===== config.mk =====
export PLATFORM = sky130hd
export DESIGN_NAME = sha_msg_schedule
export DESIGN_NICKNAME = d
export VERILOG_FILES = /design/src/rtl/sha256_pkg.sv /design/src/rtl/sha_small_sigma.sv /design/src/rtl/sha_msg_schedule.sv
export SDC_FILE = /design/constraint.sdc
export NUM_CORES = 1
export LEC_CHECK = 0
export BUFFER_PORTS_ARGS = -buffer_cell sky130_fd_sc_hd__buf_2
export CORE_MARGIN = 2
export CORE_UTILIZATION = 62
export DETAILED_ROUTE_END_ITERATION = 10
export GPL_ROUTABILITY_DRIVEN = 0
export PLACE_DENSITY = 0.89
export SLEW_MARGIN = 15
export SYNTH_ARGS = -nofsm -noshare
export SYNTH_HDL_FRONTEND = slang
export SYNTH_SLANG_ARGS = --single-unit
export TNS_END_PERCENT = 100

===== constraint.sdc =====
create_clock -name clk -period 15 [get_ports clk]
set_input_delay 1.5 -clock clk [delete_from_list [all_inputs] [get_ports clk]]
set_output_delay 1.5 -clock clk [all_outputs]
set_load 0.02 [all_outputs]

===== src/rtl/sha256_pkg.sv =====
// Shared SHA-256 definitions: word and round constants, message-schedule FSM
// encoding, and the small sigma functions used to extend the schedule.
package sha256_pkg;

  localparam int SHA_ROUNDS = 64;
  localparam int SHA_WINDOW = 16;
  localparam int SHA_WORD_W = 32;

  typedef enum logic [1:0] {
    ST_IDLE  = 2'd0,
    ST_LOAD  = 2'd1,
    ST_GEN   = 2'd2,
    ST_DRAIN = 2'd3
  } sched_state_e;

  // sigma0(x) = ROTR7 ^ ROTR18 ^ SHR3
  function automatic logic [SHA_WORD_W-1:0] small_sigma0(input logic [SHA_WORD_W-1:0] x);
    return {x[6:0], x[31:7]} ^ {x[17:0], x[31:18]} ^ {3'b000, x[31:3]};
  endfunction

  // sigma1(x) = ROTR17 ^ ROTR19 ^ SHR10
  function automatic logic [SHA_WORD_W-1:0] small_sigma1(input logic [SHA_WORD_W-1:0] x);
    return {x[16:0], x[31:17]} ^ {x[18:0], x[31:19]} ^ {10'd0, x[31:10]};
  endfunction

endpackage


===== src/rtl/sha_small_sigma.sv =====
// Combinational pair of small sigmas: sigma0 of x0_i and sigma1 of x1_i.
module sha_small_sigma
  import sha256_pkg::*;
(
  input  logic [SHA_WORD_W-1:0] x0_i,
  input  logic [SHA_WORD_W-1:0] x1_i,
  output logic [SHA_WORD_W-1:0] s0_o,
  output logic [SHA_WORD_W-1:0] s1_o
);

  assign s0_o = small_sigma0(x0_i);
  assign s1_o = small_sigma1(x1_i);

endmodule


===== src/rtl/sha_msg_schedule.sv =====
// SHA-256 message schedule: passes 16 block words through as W[0..15], then
// extends them to W[16..63] from a 16-word sliding window, one word per cycle.
module sha_msg_schedule
  import sha256_pkg::*;
#(
  parameter int DATA_W = SHA_WORD_W,
  parameter int ROUNDS = SHA_ROUNDS,
  parameter int WINDOW = SHA_WINDOW
) (
  input  logic              clk,
  input  logic              rst,
  input  logic              run,
  input  logic [DATA_W-1:0] in0,
  input  logic              in_valid,
  output logic              in_ready,
  output logic [DATA_W-1:0] out0,
  output logic              out_valid,
  input  logic              out_ready,
  output logic              done,
  output logic [1:0]        state_dbg_o
);

  // Handshakes: a word moves on a clock edge where valid and ready are both
  // high; a valid source holds its word stable until ready is seen.

  localparam logic [6:0] T_LOAD_LAST = 7'(WINDOW - 1);
  localparam logic [6:0] T_GEN_LAST  = 7'(ROUNDS - 1);

  sched_state_e      state_q, state_d;
  logic [6:0]        t_q, t_d;
  logic [DATA_W-1:0] win_q [WINDOW];
  logic [DATA_W-1:0] out_q;
  logic              out_valid_q;
  logic              done_q;

  logic              free;
  logic              in_ready_c;
  logic              load_in;
  logic              load_gen;
  logic              load_w;
  logic              drain_take;
  logic [DATA_W-1:0] sig0;
  logic [DATA_W-1:0] sig1;
  logic [DATA_W-1:0] gen_word;
  logic [DATA_W-1:0] new_word;

  // win_q[0] is W[t-16], win_q[WINDOW-1] is W[t-1].
  sha_small_sigma u_sigma (
    .x0_i (win_q[1]),
    .x1_i (win_q[WINDOW-2]),
    .s0_o (sig0),
    .s1_o (sig1)
  );

  assign gen_word = sig1 + win_q[WINDOW-7] + sig0 + win_q[0];

  always_ff @(posedge clk) begin
    if (rst) begin
      state_q <= ST_IDLE;
      t_q     <= '0;
    end else begin
      state_q <= state_d;
      t_q     <= t_d;
    end
  end

  always_comb begin
    state_d = state_q;
    t_d     = t_q;
    case (state_q)
      ST_IDLE: begin
        if (run) begin
          state_d = ST_LOAD;
          t_d     = '0;
        end
      end
      ST_LOAD: begin
        if (load_in) begin
          t_d = t_q + 7'd1;
          if (t_q == T_LOAD_LAST) state_d = ST_GEN;
        end
      end
      ST_GEN: begin
        if (load_gen) begin
          t_d = t_q + 7'd1;
          if (t_q == T_GEN_LAST) state_d = ST_DRAIN;
        end
      end
      ST_DRAIN: begin
        if (drain_take) state_d = ST_IDLE;
      end
      default: state_d = ST_IDLE;
    endcase
  end

  always_comb begin
    free       = !out_valid_q || out_ready;
    in_ready_c = 1'b0;
    load_gen   = 1'b0;
    drain_take = 1'b0;
    case (state_q)
      ST_LOAD:  in_ready_c = free;
      ST_GEN:   load_gen   = free;
      ST_DRAIN: drain_take = out_valid_q && out_ready;
      default:  ;
    endcase
    load_in  = in_ready_c && in_valid;
    load_w   = load_in || load_gen;
    new_word = load_in ? in0 : gen_word;
  end

  // Output register and window advance together, so a stalled consumer also
  // freezes the schedule.
  always_ff @(posedge clk) begin
    if (rst) begin
      out_q       <= '0;
      out_valid_q <= 1'b0;
      done_q      <= 1'b0;
      for (int i = 0; i < WINDOW; i++) win_q[i] <= '0;
    end else begin
      done_q <= drain_take;
      if (load_w) begin
        out_q       <= new_word;
        out_valid_q <= 1'b1;
        for (int i = 0; i < WINDOW - 1; i++) win_q[i] <= win_q[i+1];
        win_q[WINDOW-1] <= new_word;
      end else if (out_ready) begin
        out_valid_q <= 1'b0;
      end
    end
  end

  assign in_ready    = in_ready_c;
  assign out0        = out_q;
  assign out_valid   = out_valid_q;
  assign done        = done_q;
  assign state_dbg_o = state_q;

endmodule


---- Word level (Yosys, flattened, before mapping) ----
Memories as Yosys holds them, arrays and structs flattened.
Index checks and enable logic that the tools add are counted.
word-level totals
  register bits after elaboration ......... 43
  output and inout bits ................... 37
  word-level logic and storage cells ...... 89
  memories ................................ 1
  bits of input ports ..................... 37
  memory bits (writable) .................. 512
cells by class
  bitwise gates (word level) .............. 20
  multiplexer cells ....................... 38
  eq/ne operators ......................... 11
  add/sub/neg operators ................... 4
  reduce and logical (&&, ||, !) cells .... 10
memories
  name   depth  bits a word  rd ports  clocked after Yosys merged registers in  write ports  RTL line                RTL
  win_q  16     32           16        0                                        16           sha_msg_schedule.sv:31  logic [DATA_W-1:0] win_q [WINDOW];
operators with widths
  cell                   count
  $mux W32               17
  $add A32 B32 Y32       3
  $xor A32 B32 Y32       2
  $xor A32 B22 Y32       1
  $xor A32 B29 Y32       1
  $mux W7                3
  $pmux W7 S3            1
  $or A1 B1 Y1           16
  $mux W2                6
  $ne A2 B2 Y1 const B   6
  $mux W1                10
  $pmux W2 S4            1
  $add A7 B1 Y7 const B  1
  $eq A7 B4 Y1 const B   1
  $eq A7 B6 Y1 const B   1
  $reduce_and A6 Y1      1
  $eq A2 B2 Y1 const B   2
  $reduce_and A4 Y1      1
  $reduce_bool A3 Y1     1
  $eq A2 B1 Y1 const B   1
  $logic_and A1 B1 Y1    2
  $logic_not A2 Y1       1
  $logic_or A1 B1 Y1     2
  $reduce_bool A2 Y1     1
  $logic_not A1 Y1       1

---- Longest topological paths before layout ----
  depth in word-level cells ............... 9
  depth in mapped cells ................... 17
  depth with buffers taken out ............ 17

---- Cells and area by module ----
A second synthesis with hierarchy kept.
second synthesis, totals
  cells, all modules ...................... 1,853
  area total of the unflattened synthesis .. 25,554.5 µm²
modules (own cells, without submodules)
  module            cells an instance  area each (µm²)  times used
  sha_msg_schedule  1,789              24,213.2         1
  sha_small_sigma   64                 1,341.3          1

---- Worst setup path before layout ----
No wires, ideal clock.
  path type ............................... input -> register
  start ................................... in out_ready
  end ..................................... mem win_q[0][0] (netlist bit), enable pin
  library setup time ...................... 0.856 ns
  stages on the path ...................... 6
  required time ........................... 14.144 ns
  path slack .............................. 2.013 ns
  data arrival time ....................... 12.131 ns
  cell sequence ........................... nand2b_1 -> a21oi_1 -> nor2b_1 -> clkbuf_1 -> clkbuf_1 -> inv_1
RTL lines
  element      RTL line                RTL
  from (decl)  sha_msg_schedule.sv:18  input logic out_ready,
  to (decl)    sha_msg_schedule.sv:31

==> results by group <==
Status
  • Status: completed

Clock network
  • Resized cells post-CTS: 0
  • Cts hold-fix bufs: 0
  • Clock tree buffer depth: 3
  • Post-CTS Setup Bufs: 0
  • Clock sinks: about 560
  • Clock transition at path regs: ~0.06 ns
  • TritonCTS clock tree: yes
  • Worst-skew pair later-pin latency: roughly 0.6 ns
  • Cts bufs inserted: 53
  • H-tree levels: 2
  • CTS root buffer: clkbuf_16

Route
  • Routed wl met2: 22900 um
  • Met1 WL: between 15000 and 20000 um
  • Drt wl/cell: 19.7 um
  • Drt drc: 0
  • WL final: ~50000 um
  • Detailed-route via count: ~14k
  • Met3 WL post-DR: about 4600 um
  • DRT iter0 DRCs: 1707
  • Initial DRT Pass Iterations: 9
  • Top Metal Used: met4
  • Vias per cell: 5.68
  • Final ANT Viol Nets: 0

Setup path
  • Ordered cell list for the critical path: xnor2_1 -> xnor2_1 -> fa_1 -> inv_1 -> fa_1 -> inv_1 -> ha_1 -> inv_1 -> fa_1 -> nand2b_1 -> a21o_1 -> a21oi_2 -> a211oi_4 -> nor3_2 -> a311oi_2 -> xnor2_1 -> a22o_1
  • R2R setup slack: 10.33 ns
  • Critical Path Max Stage Delay: roughly 0.52 ns
  • Critical Path Source: win_q[0][36]
  • Critical Path AT: 5.01 ns
  • Worst Path Required: around 15 ns
  • Reg2Reg Depth: 17
  • Crit path kind: flop to flop
  • Slowest CP cell: fa_1
  • Worst Path Max Fanout: 4
  • CP Launch Type: flop
  • Critical path endpoint: win_q[1][255]
  • RR Startpoint: win_q[0][36]
  • Reg2reg end: win_q[1][255]
  • CP Capture Type: flop

Timing
  • Worst slew pin tran: between 1 and 1.5 ns
  • Sum Neg Setup Slack: 0 ns
  • Worst Skew: roughly 0.03 ns
  • Final setup vio count: 0
  • F_max: roughly 0.21 GHz
  • Fin crit share: 31.1%
  • Final Hold Fails: 0
  • RSZ-0062 raised after global routing: no
  • Relative slew slack: 21.9%
  • Pins Over Slew Limit: 0
  • Tmin final: approximately 4.7 ns

Floorplanning
  • Die area: between 0.04 and 0.05 mm^2
  • Initial Utilization: 63.1%
  • Chip Width: between 200 and 250 um
  • Core area: around 0.04 mm^2
  • Io pins: 74
  • Vert. Die Dim: 206 um
  • Row Count: 73

Yosys
  • Synth warnings: 0
  • Yosys reg bits: about 560
  • Mapped Area: 0.0252 mm^2
  • Synth cell types: 55
  • Asr flop ratio synth: 0%
  • Register area share after synthesis: between 60% and 70%
  • Primary FF master, synth: edfxtp_1
  • Mapped Nets: roughly 2.0k
  • Post-synth EDFFs: between 500 and 600
  • Mean Syn Cell Area: 13.5 um^2
  • Syn Inst Count: roughly 1.9k

Finish
  • Ant. Diodes: 0
  • Most common cell after layout, fill and taps aside: edfxtp_1
  • Proportion of layout cells with a drive suffix above 1: approximately 8.5%
  • Leading cell types in the layout, fill and taps excluded: 512 x edfxtp_1, 322 x and2_1, 167 x nor2b_1, 153 x inv_1, 125 x xnor2_1
  • Area delta synth->final: 9.83%
  • Fin nets: between 2k and 2.5k

GRT
  • Number of global-route vias before repair: 13.9k
  • Initial antenna violation count: 1
  • Total gr overflow: 0
  • Largest net degree at the start of global routing: about 330
  • Global-route wire length before repair: 76800 um
  • GRT Overall Usage: around 24%

Placement
  • PortBufs: 73
  • Detailed placement HPWL: 32400 um

Worst hold path
  • Worst Hold Depth: 1
  • Hold Crit Class: flop to flop

Run
  • Max-cap violation count: 0
worst min path at each step:
stage / from / to
floorplan: t_q[6] / t_q[6]
global placement: out0[6] / out0[6]
detailed placement: out0[6] / out0[6]
CTS: out0[6] / out0[6]
global route: out0[7] / out0[7]
finish: out0[6] / out0[6]
metrics by stage:
step	instance area [um^2]	setup slack, ns	hold slack, ns	util (%)	instances
6_report	27700	10.33	0.469	69.3	2494
5_1_grt	27700	10.15	0.490	69.3	2494
4_1_cts	27600	10.35	0.464	69.2	2493
3_5_place_dp	26000	9.77	0.439	65.1	2397
3_3_place_gp	26000	9.94	0.441	65.1	2397
2_1_floorplan	25200	2.01	0.459	-	1871
layout make-up:
class	count	area (um^2)
fill	2460	12300
inverter	154	586
tap	525	657
timing repair buffer	80	473
clock inverter	23	135
multi-input combinational	1084	8090
sequential	555	16200
clock buffer	73	1490
cells in the mapped netlist (28+ instances only):
library cell,number,share of area (%)
nand2_1,61,0.91
clkbuf_1,69,1.0
a21oi_1,59,1.2
ha_1,36,1.8
xor2_1,28,0.97
xnor2_1,125,4.3
inv_1,154,2.3
o21ai_0,30,0.60
dfxtp_1,43,3.4
fa_1,62,4.9
and2_1,322,8.0
edfxtp_1,512,61
nor2b_1,168,4.2
nor2_1,48,0.72
flip-flops by register name, summed over array words and instances (netlist names):
name	flops
t_q	7
out_valid	1
state_dbg_o	2
done	1
out0	32
win_q	512
worst max-delay path, delay by kind of cell, from the launching register on:
kind | cells | cell delay, ns
flops | 1 | 0.49
compound gates | 5 | 0.97
fa+ha+maj | 4 | 1.48
xor+xnor | 3 | 0.83
buf+inv | 3 | 0.21
simple gates | 2 | 0.44
layer usage:
metal	vias to the layer above	GRT usage, %
met2	710	37.5
met3	155	4.66
met5	-	0
met1	6855	33.8
li1	6447	-
met4	0	9.84
cells by family (layout without fill, tap and decap cells):
family / Yosys count / in the layout / synth area share, %
adder cells (fa/ha/maj): 98 / 98 / 6.72
AO/OA/AOI/OAI: 186 / 186 / 5.03
multiplexers: 3 / 3 / 0.119
flip-flops: 555 / 555 / 64.5
AND/OR/NAND/NOR: 644 / 644 / 14.9
buffers and inverters: 232 / 330 / 3.50
XOR/XNOR: 153 / 153 / 5.32
Power is left out: the tool's default activity adds up to more than one toggle a clock period on the data nets, which glitch-free logic cannot reach.
